==> src/rtl/mem_arbiter_pkg.sv <==
// rtl/mem_arbiter_pkg.sv - shared types and constants for the two-port memory arbiter
package mem_arbiter_pkg;

  localparam int ADDR_W_DFLT = 32;
  localparam int DATA_W_DFLT = 32;
  localparam int CNT_W       = 16;

  localparam logic [31:0] ERR_DATA = 32'hDEADBEEF;

  typedef enum logic [1:0] {
    ST_IDLE = 2'd0,
    ST_BUSY = 2'd1,
    ST_RESP = 2'd2
  } state_e;

endpackage

==> src/rtl/mem_arbiter_rr_pick2.sv <==
// rtl/mem_arbiter_rr_pick2.sv - combinational 2-way round-robin chooser
module rr_pick2 (
  input  logic [1:0] active,
  input  logic       prio,
  output logic       grant_valid,
  output logic       grant_idx
);

  always_comb begin
    grant_valid = |active;
    grant_idx   = 1'b0;
    // prio only matters on contention; a lone requester always wins
    if (&active) begin
      grant_idx = prio;
    end else begin
      grant_idx = active[1];
    end
  end

endmodule

==> src/rtl/mem_arbiter.sv <==
// rtl/mem_arbiter.sv - round-robin arbiter sharing one memory port between two requesters
module mem_arbiter
  import mem_arbiter_pkg::*;
#(
  parameter int ADDR_W  = ADDR_W_DFLT,
  parameter int DATA_W  = DATA_W_DFLT,
  parameter int TIMEOUT = 255
) (
  input  logic              clk,
  input  logic              reset,
  input  logic [ADDR_W-1:0] req0_addr,
  input  logic              req0_read_en,
  input  logic              req0_write_en,
  input  logic [DATA_W-1:0] req0_write_val,
  output logic [DATA_W-1:0] req0_read_val,
  output logic              req0_response,
  output logic              req0_error,
  input  logic [ADDR_W-1:0] req1_addr,
  input  logic              req1_read_en,
  input  logic              req1_write_en,
  input  logic [DATA_W-1:0] req1_write_val,
  output logic [DATA_W-1:0] req1_read_val,
  output logic              req1_response,
  output logic              req1_error,
  output logic [ADDR_W-1:0] mem_addr,
  output logic              mem_read_en,
  output logic              mem_write_en,
  output logic [DATA_W-1:0] mem_write_val,
  input  logic [DATA_W-1:0] mem_read_val,
  input  logic              mem_response
);

  localparam bit               TO_EN   = (TIMEOUT != 0);
  localparam logic [CNT_W-1:0] TO_LAST = CNT_W'(TIMEOUT - 1);

  state_e             state_q, state_d;
  logic               prio_q, prio_d;
  logic               gnt_q, gnt_d;
  logic [CNT_W-1:0]   cnt_q, cnt_d;
  logic [ADDR_W-1:0]  addr_q, addr_d;
  logic               re_q, re_d;
  logic               we_q, we_d;
  logic [DATA_W-1:0]  wv_q, wv_d;
  logic [DATA_W-1:0]  data_q, data_d;
  logic               err_q, err_d;

  logic [1:0]         active;
  logic               grant_valid;
  logic               grant_idx;
  logic [ADDR_W-1:0]  sel_addr;
  logic [DATA_W-1:0]  sel_wv;
  logic               sel_re;
  logic               sel_we;
  logic               resp_active;

  assign active = {req1_read_en | req1_write_en, req0_read_en | req0_write_en};

  rr_pick2 u_pick (
    .active      (active),
    .prio        (prio_q),
    .grant_valid (grant_valid),
    .grant_idx   (grant_idx)
  );

  assign sel_addr = grant_idx ? req1_addr      : req0_addr;
  assign sel_wv   = grant_idx ? req1_write_val : req0_write_val;
  assign sel_re   = grant_idx ? req1_read_en   : req0_read_en;
  assign sel_we   = grant_idx ? req1_write_en  : req0_write_en;

  always_comb begin
    state_d = state_q;
    prio_d  = prio_q;
    gnt_d   = gnt_q;
    cnt_d   = cnt_q;
    addr_d  = addr_q;
    re_d    = re_q;
    we_d    = we_q;
    wv_d    = wv_q;
    data_d  = data_q;
    err_d   = err_q;
    case (state_q)
      ST_IDLE: begin
        if (grant_valid) begin
          gnt_d   = grant_idx;
          addr_d  = sel_addr;
          wv_d    = sel_wv;
          we_d    = sel_we;
          re_d    = sel_re & ~sel_we;
          cnt_d   = '0;
          err_d   = 1'b0;
          state_d = ST_BUSY;
        end
      end
      ST_BUSY: begin
        // a response arriving on the watchdog's last cycle still completes cleanly
        if (mem_response) begin
          data_d  = re_q ? mem_read_val : '0;
          err_d   = 1'b0;
          re_d    = 1'b0;
          we_d    = 1'b0;
          state_d = ST_RESP;
        end else if (TO_EN && (cnt_q == TO_LAST)) begin
          data_d  = DATA_W'(ERR_DATA);
          err_d   = 1'b1;
          re_d    = 1'b0;
          we_d    = 1'b0;
          state_d = ST_RESP;
        end else if (cnt_q != '1) begin
          cnt_d = cnt_q + 1'b1;
        end
      end
      ST_RESP: begin
        prio_d  = ~gnt_q;
        data_d  = '0;
        err_d   = 1'b0;
        state_d = ST_IDLE;
      end
      default: state_d = ST_IDLE;
    endcase
  end

  always_ff @(posedge clk or negedge reset) begin
    if (!reset) begin
      state_q <= ST_IDLE;
      prio_q  <= 1'b0;
      gnt_q   <= 1'b0;
      cnt_q   <= '0;
      addr_q  <= '0;
      re_q    <= 1'b0;
      we_q    <= 1'b0;
      wv_q    <= '0;
      data_q  <= '0;
      err_q   <= 1'b0;
    end else begin
      state_q <= state_d;
      prio_q  <= prio_d;
      gnt_q   <= gnt_d;
      cnt_q   <= cnt_d;
      addr_q  <= addr_d;
      re_q    <= re_d;
      we_q    <= we_d;
      wv_q    <= wv_d;
      data_q  <= data_d;
      err_q   <= err_d;
    end
  end

  assign mem_addr      = addr_q;
  assign mem_read_en   = re_q;
  assign mem_write_en  = we_q;
  assign mem_write_val = wv_q;

  assign resp_active   = (state_q == ST_RESP);
  assign req0_response = resp_active & ~gnt_q;
  assign req1_response = resp_active &  gnt_q;
  assign req0_read_val = req0_response ? data_q : '0;
  assign req1_read_val = req1_response ? data_q : '0;
  assign req0_error    = req0_response & err_q;
  assign req1_error    = req1_response & err_q;

endmodule

==> config.mk <==
export PLATFORM = sky130hd
export DESIGN_NAME = mem_arbiter
export DESIGN_NICKNAME = d
export VERILOG_FILES = /design/src/rtl/mem_arbiter_pkg.sv /design/src/rtl/mem_arbiter_rr_pick2.sv /design/src/rtl/mem_arbiter.sv
export SDC_FILE = /design/constraint.sdc
export NUM_CORES = 1
export LEC_CHECK = 0
export BUFFER_PORTS_ARGS = -buffer_cell sky130_fd_sc_hd__buf_2
export CAP_MARGIN = 20
export CORE_MARGIN = 3
export CORE_UTILIZATION = 50
export CTS_BUF_LIST = sky130_fd_sc_hd__clkbuf_4 sky130_fd_sc_hd__clkbuf_8 sky130_fd_sc_hd__clkbuf_16
export CTS_CLUSTER_DIAMETER = 200
export CTS_CLUSTER_SIZE = 20
export DETAILED_ROUTE_END_ITERATION = 10
export GPL_ROUTABILITY_DRIVEN = 0
export PLACE_DENSITY = 0.95
export SLEW_MARGIN = 25
export SYNTH_ARGS = -nofsm -noshare
export SYNTH_HDL_FRONTEND = slang
export SYNTH_SLANG_ARGS = --single-unit
==> constraint.sdc <==
create_clock -name clk -period 6 [get_ports clk]
set_clock_uncertainty 0.15 [all_clocks]
set_input_delay 0.6 -clock clk [delete_from_list [all_inputs] [get_ports clk]]
set_output_delay 0.6 -clock clk [all_outputs]
set_load 0.02 [all_outputs]
# [Word level (Yosys, flattened, before mapping)]
# Index checks and enable logic that the tools add are counted.
[word_totals] ff_bits=119 output_inout_bits=134
[op_classes] addsub=1 eq_ne=9 muxes=30 bitwise=9 reduce_logical=12
[ops] op="$mux 32" count=7
[ops] op="$mux 16" count=4
[ops] op="$pmux 32 s2" count=1
[ops] op="$pmux 16 s2" count=1
[ops] op="$add 16x1->16 const B" count=1
[ops] op="$eq 16x8->1 const B" count=1
[ops] op="$ne 16x16->1 const B" count=1
[ops] op="$mux 1" count=10
[ops] op="$ne 2x2->1 const B" count=4
[ops] op="$reduce_and 2->1" count=4
[ops] op="$mux 2" count=3
[ops] op="$reduce_and 3->1" count=2
[ops] op="$and 1x1->1" count=5
[ops] op="$reduce_and 5->1" count=1
[ops] op="$pmux 1 s2" count=2
[ops] op="$pmux 2 s2" count=1
[ops] op="$reduce_bool 2->1" count=2
[ops] op="$ne 3x3->1 const B" count=1
[ops] op="$pmux 1 s3" count=1
[ops] op="$reduce_bool 3->1" count=1
[ops] op="$eq 2x1->1 const B" count=1
[ops] op="$eq 2x2->1 const B" count=1
[ops] op="$logic_not 2->1" count=1
[ops] op="$not 1->1" count=2
[ops] op="2 further kinds" count=3

# [Longest topological paths before layout]
[logic_depth] word_depth=8 depth_mapped=9

# [By module]
# Synthesis repeated with hierarchy kept, for this count alone.
[hier_totals] hier_cells=693 area_unflattened_um2=6374.9
[by_module_without_submodules] mod="mem_arbiter" n_inst=1 cells_each=690 area_per_inst_um2=6357.3
[by_module_without_submodules] mod="rr_pick2" n_inst=1 cells_each=3 area_per_inst_um2=17.5

# [Worst setup path after synthesis]
# OpenSTA, ideal clock, no wires.
[synth_path] kind="reg2out" start="reg state_q[0]" end="out req0_read_val[23]" t_arrival_ps=1728 required_time_ps=5250 path_slack_ps=3522 path_stages_with_launch=7 path_buffers=3 path_cell_list="dfrtp_1 -> clkbuf_1 -> nand2b_1 -> clkbuf_1 -> nor2_1 -> clkbuf_1 -> and2_1"
[synth_between] elab_chain_len=3
[synth_rtl] element="start: declaration" line_no="mem_arbiter.sv:36" source="state_e state_q, state_d;"
[synth_rtl] element="start signal: assignment" line_no="mem_arbiter.sv:135" source="state_q <= state_d;"
[synth_rtl] element="$eq 2x2->1" line_no="mem_arbiter.sv:153" source="assign resp_active = (state_q == ST_RESP);"
[synth_rtl] element="$and 1x1->1" line_no="mem_arbiter.sv:154" source="assign req0_response = resp_active & ~gnt_q;"
[synth_rtl] element="via req0_response" line_no="mem_arbiter.sv:16" source="output logic req0_response,"
[synth_rtl] element="$mux 32" line_no="mem_arbiter.sv:156" source="assign req0_read_val = req0_response ? data_q : '0;"
[synth_rtl] element="end: declaration" line_no="mem_arbiter.sv:15" source="output logic [DATA_W-1:0] req0_read_val,"
# The timed path passes the listed nets, and every way through them passes these cells.

# [Worst setup path in the final report]
[layout_path] start="reg state_q[0]" end="out req0_read_val[25]"
[layout_between] elab_chain_len=3
[layout_rtl] element="$eq 2x2->1" line_no="mem_arbiter.sv:153"
[layout_rtl] element="$and 1x1->1" line_no="mem_arbiter.sv:154"
[layout_rtl] element="$mux 32" line_no="mem_arbiter.sv:156"
# Every way passes these cells.

==> metrics.txt <==
Power Density=492 nW/um^2; area of the multi-input gates=slightly below 3000 sq um; Filler cells=863; Top FF cell, synth=dfrtp_1; vias in the first global route=5528; row cnt=39; Iter 0 DRT Violations=364; Cells after Synth=around 630; TNS Setup=0 ps; fraction of layout cells with a size suffix above 1=0.408; unrepaired setup endpoints after global routing=no; f_max=338 MHz; Antenna Nets Post-Route=0; Largest stage delay, worst path=490 ps; Clock Sinks=around 120; fin crit share=0.493; Hold Slack=roughly 60 ps; CP required=roughly 5300 ps; CTS Buffer Depth=2; Worst path top cell family by delay=simple AND/OR/NAND/NOR gates; average size of a mapped cell=9.61 sq um; Ports=301; drt drc=0; crit start category=flip-flop; top cell type's share of synthesized area=0.491; CTS tree=built; Core Area=11600 sq um; Synth Register Bits=between 100 and 150; Critical Path Fanout Max=35; CTS Hold Bufs=0; Setup-failing EPs final=0; aggregate global-route resource usage=0.260; worst-skew pair later-pin latency=400 ps; I/O Buffers=300; worst slack, placed=3120 ps; total area of sequential cells=2980 sq um; Post-Route WL=approximately 18 mm; Worst Path Buf+Inv=2; Synthesized Nets=800; WL/cell=17.1 microns; final core utilization=0.707; worst hold path class=in2async; Clock Power Share=0.248; leak pwr=between 4 and 5 nW; Ys Warns=0; P&R area growth vs syn=35.5%; worst IR drop on VDD=0.422 mV; die span in y=116 microns; most frequent cells in the layout=buf_2, dfrtp_1, nand2_1, o21ai_0, mux2i_1; Post-Place Cell Area=7600 sq um; most common cell after layout, fill and taps aside=buf_2; initial antenna violation count=3; die footprint=~13000 sq um; WP data arrival=2210 ps; GR Overflow Total=0; Synth area leader=dfrtp_1; Final nets=around 1100; critical path type=reg2out; minimum clock period=2960 ps; DP Wirelength=13.2 mm; Clock Tree Root=clkbuf_16; synth top area cells=dfrtp_1, mux2i_1, o21ai_0; fraction of registers with async set/reset=1.00; Reg power frac=0.348; synth unique cells=43; die width=around 120 microns; fin. max-slew vios=0; fin area=8210 sq um; synthesized area=6060 sq um; CTS Buf Count=17; largest net degree at the start of global routing=133; Seq/Total Area, Yosys=0.491; CTS resizes=0; final setup margin=3040 ps; Post-synth EDFFs=0; worst setup path startpoint=state_q[0]$_DFFE_PN0P_; Vias=5891; first-pass GRT wire length=27.4 mm; CP Cell Sequence=nand2b_1 -> buf_4 -> nor2_4 -> and2_1 -> buf_2; switching part of the total=0.422; 1st-pass router iterations=5; max-cap violations=0; Slew Limit Headroom=0.296; status=completed; Worst-path clk slew=60 ps; DR vias/cell=5.55; Logic pwr share=0.405; reg2reg start=cnt_q[8]$_DFFE_PN0P_; Worst setup EP type=output port; switching power=1.71 mW; Initial Utilization=0.522; slowest CP cell=nor2_4; Max H-tree Level=4; Fin. Hold Viols=0; worst slew pin tran=1060 ps; setup bufs post-CTS=0; P_int=2.34 mW
-- state kept, by name, summed over array words and instances, names as in the netlist --
signal	count
cnt_q	16
prio_q	1
gnt_q	1
mem_read_en	1
mem_addr	32
state_q	2
mem_write_en	1
mem_write_val	32
data_q	32
err_q	1
-- power groups by stage --
stage | sequential (mW) | clock, mW | combinational, mW
after CTS | 1.40 | 1.02 | 1.63
after floorplan | 1.58 | 0 | 0.894
after global routing | 1.45 | 1.05 | 1.80
after global placement | 1.39 | 0 | 1.56
after detailed placement | 1.40 | 0 | 1.64
final | 1.41 | 1.00 | 1.64
-- path summary, 6_finish.rpt --
| kind | to | slack, ps | cells past startpoint |
|---|---|---|---|
| max in group asynchronous | mem_write_val[27]$_DFFE_PN0P_ | 4360 | 2 |
| worst max register to register | data_q[22]$_DFFE_PN0P_ | 3270 | 6 |
| min in group clk | data_q[4]$_DFFE_PN0P_ | 260 | 2 |
| worst min-delay path | data_q[30]$_DFFE_PN0P_ | 60 | 1 |
| worst max-delay path | req0_read_val[25] | 3040 | 5 |
| worst min register to register | mem_addr[15]$_DFFE_PN0P_ | 330 | 2 |
-- synthesized netlist by cell type (2+ instances only) --
master,count
o21ai_1,2
nand2_1,98
clkbuf_1,46
nand2b_1,5
a22o_1,8
o31ai_1,11
dfrtp_1,119
buf_2,2
o21ai_0,78
and2_1,35
a31o_2,24
and3_1,37
a21oi_1,30
mux2i_1,64
nand4_1,7
buf_1,4
a41oi_1,3
nand3_1,9
nor4_2,2
nor4_1,2
nor2b_1,2
inv_1,3
buf_6,2
ha_1,2
a21boi_0,2
nor2_1,8
or4_4,2
o41ai_1,3
or3_1,2
a31oi_1,6
-- kinds of logic (layout without fill, tap and decap cells) --
| family | after synthesis | in the layout | share of synthesized area |
|---|---|---|---|
| AOI/OAI and AO/OA | 174 | 174 | 0.179 |
| adders and majority gates | 2 | 2 | 0.00413 |
| buffers and inverters | 58 | 342 | 0.0388 |
| DFF | 119 | 119 | 0.491 |
| muxes | 64 | 64 | 0.106 |
| other | 0 | 3 | 0 |
| and+or+nand+nor | 214 | 214 | 0.181 |
-- metrics by stage --
step | power [mW] | cells
finish | 4.04 | 1061
global route | 4.31 | 1060
CTS | 4.05 | 1057
detailed placement | 3.04 | 1025
global placement | 2.96 | 1025
floorplan | 2.48 | 631
-- worst reg2reg max path, stage by stage, from the launching register on --
cell and delay [ps]:
dfrtp_1 480, or4_4 590, nor4_2 410, o21ai_4 60, buf_4 290, and2_1 350
a22o_1 280
-- area by class of cell --
class / instances / share of cell area
inverters: 4 / 0.00183
multi-input cells: 454 / 0.352
well taps: 143 / 0.0218
repair buffers: 306 / 0.190
diodes: 3 / 0.000914
clock buffers: 17 / 0.0518
flip-flops and latches: 119 / 0.363
clock inverters: 15 / 0.0193
-- layer usage --
layer	GRT usage	vias up	part of all wire
met1	0.301	2769	0.37
met3	0.0865	41	0.081
met5	0	-	0.00039
li1	-	2811	-
met2	0.447	268	0.52
met4	0.102	2	0.027
Note: power is estimated with default switching activity, not from simulation.
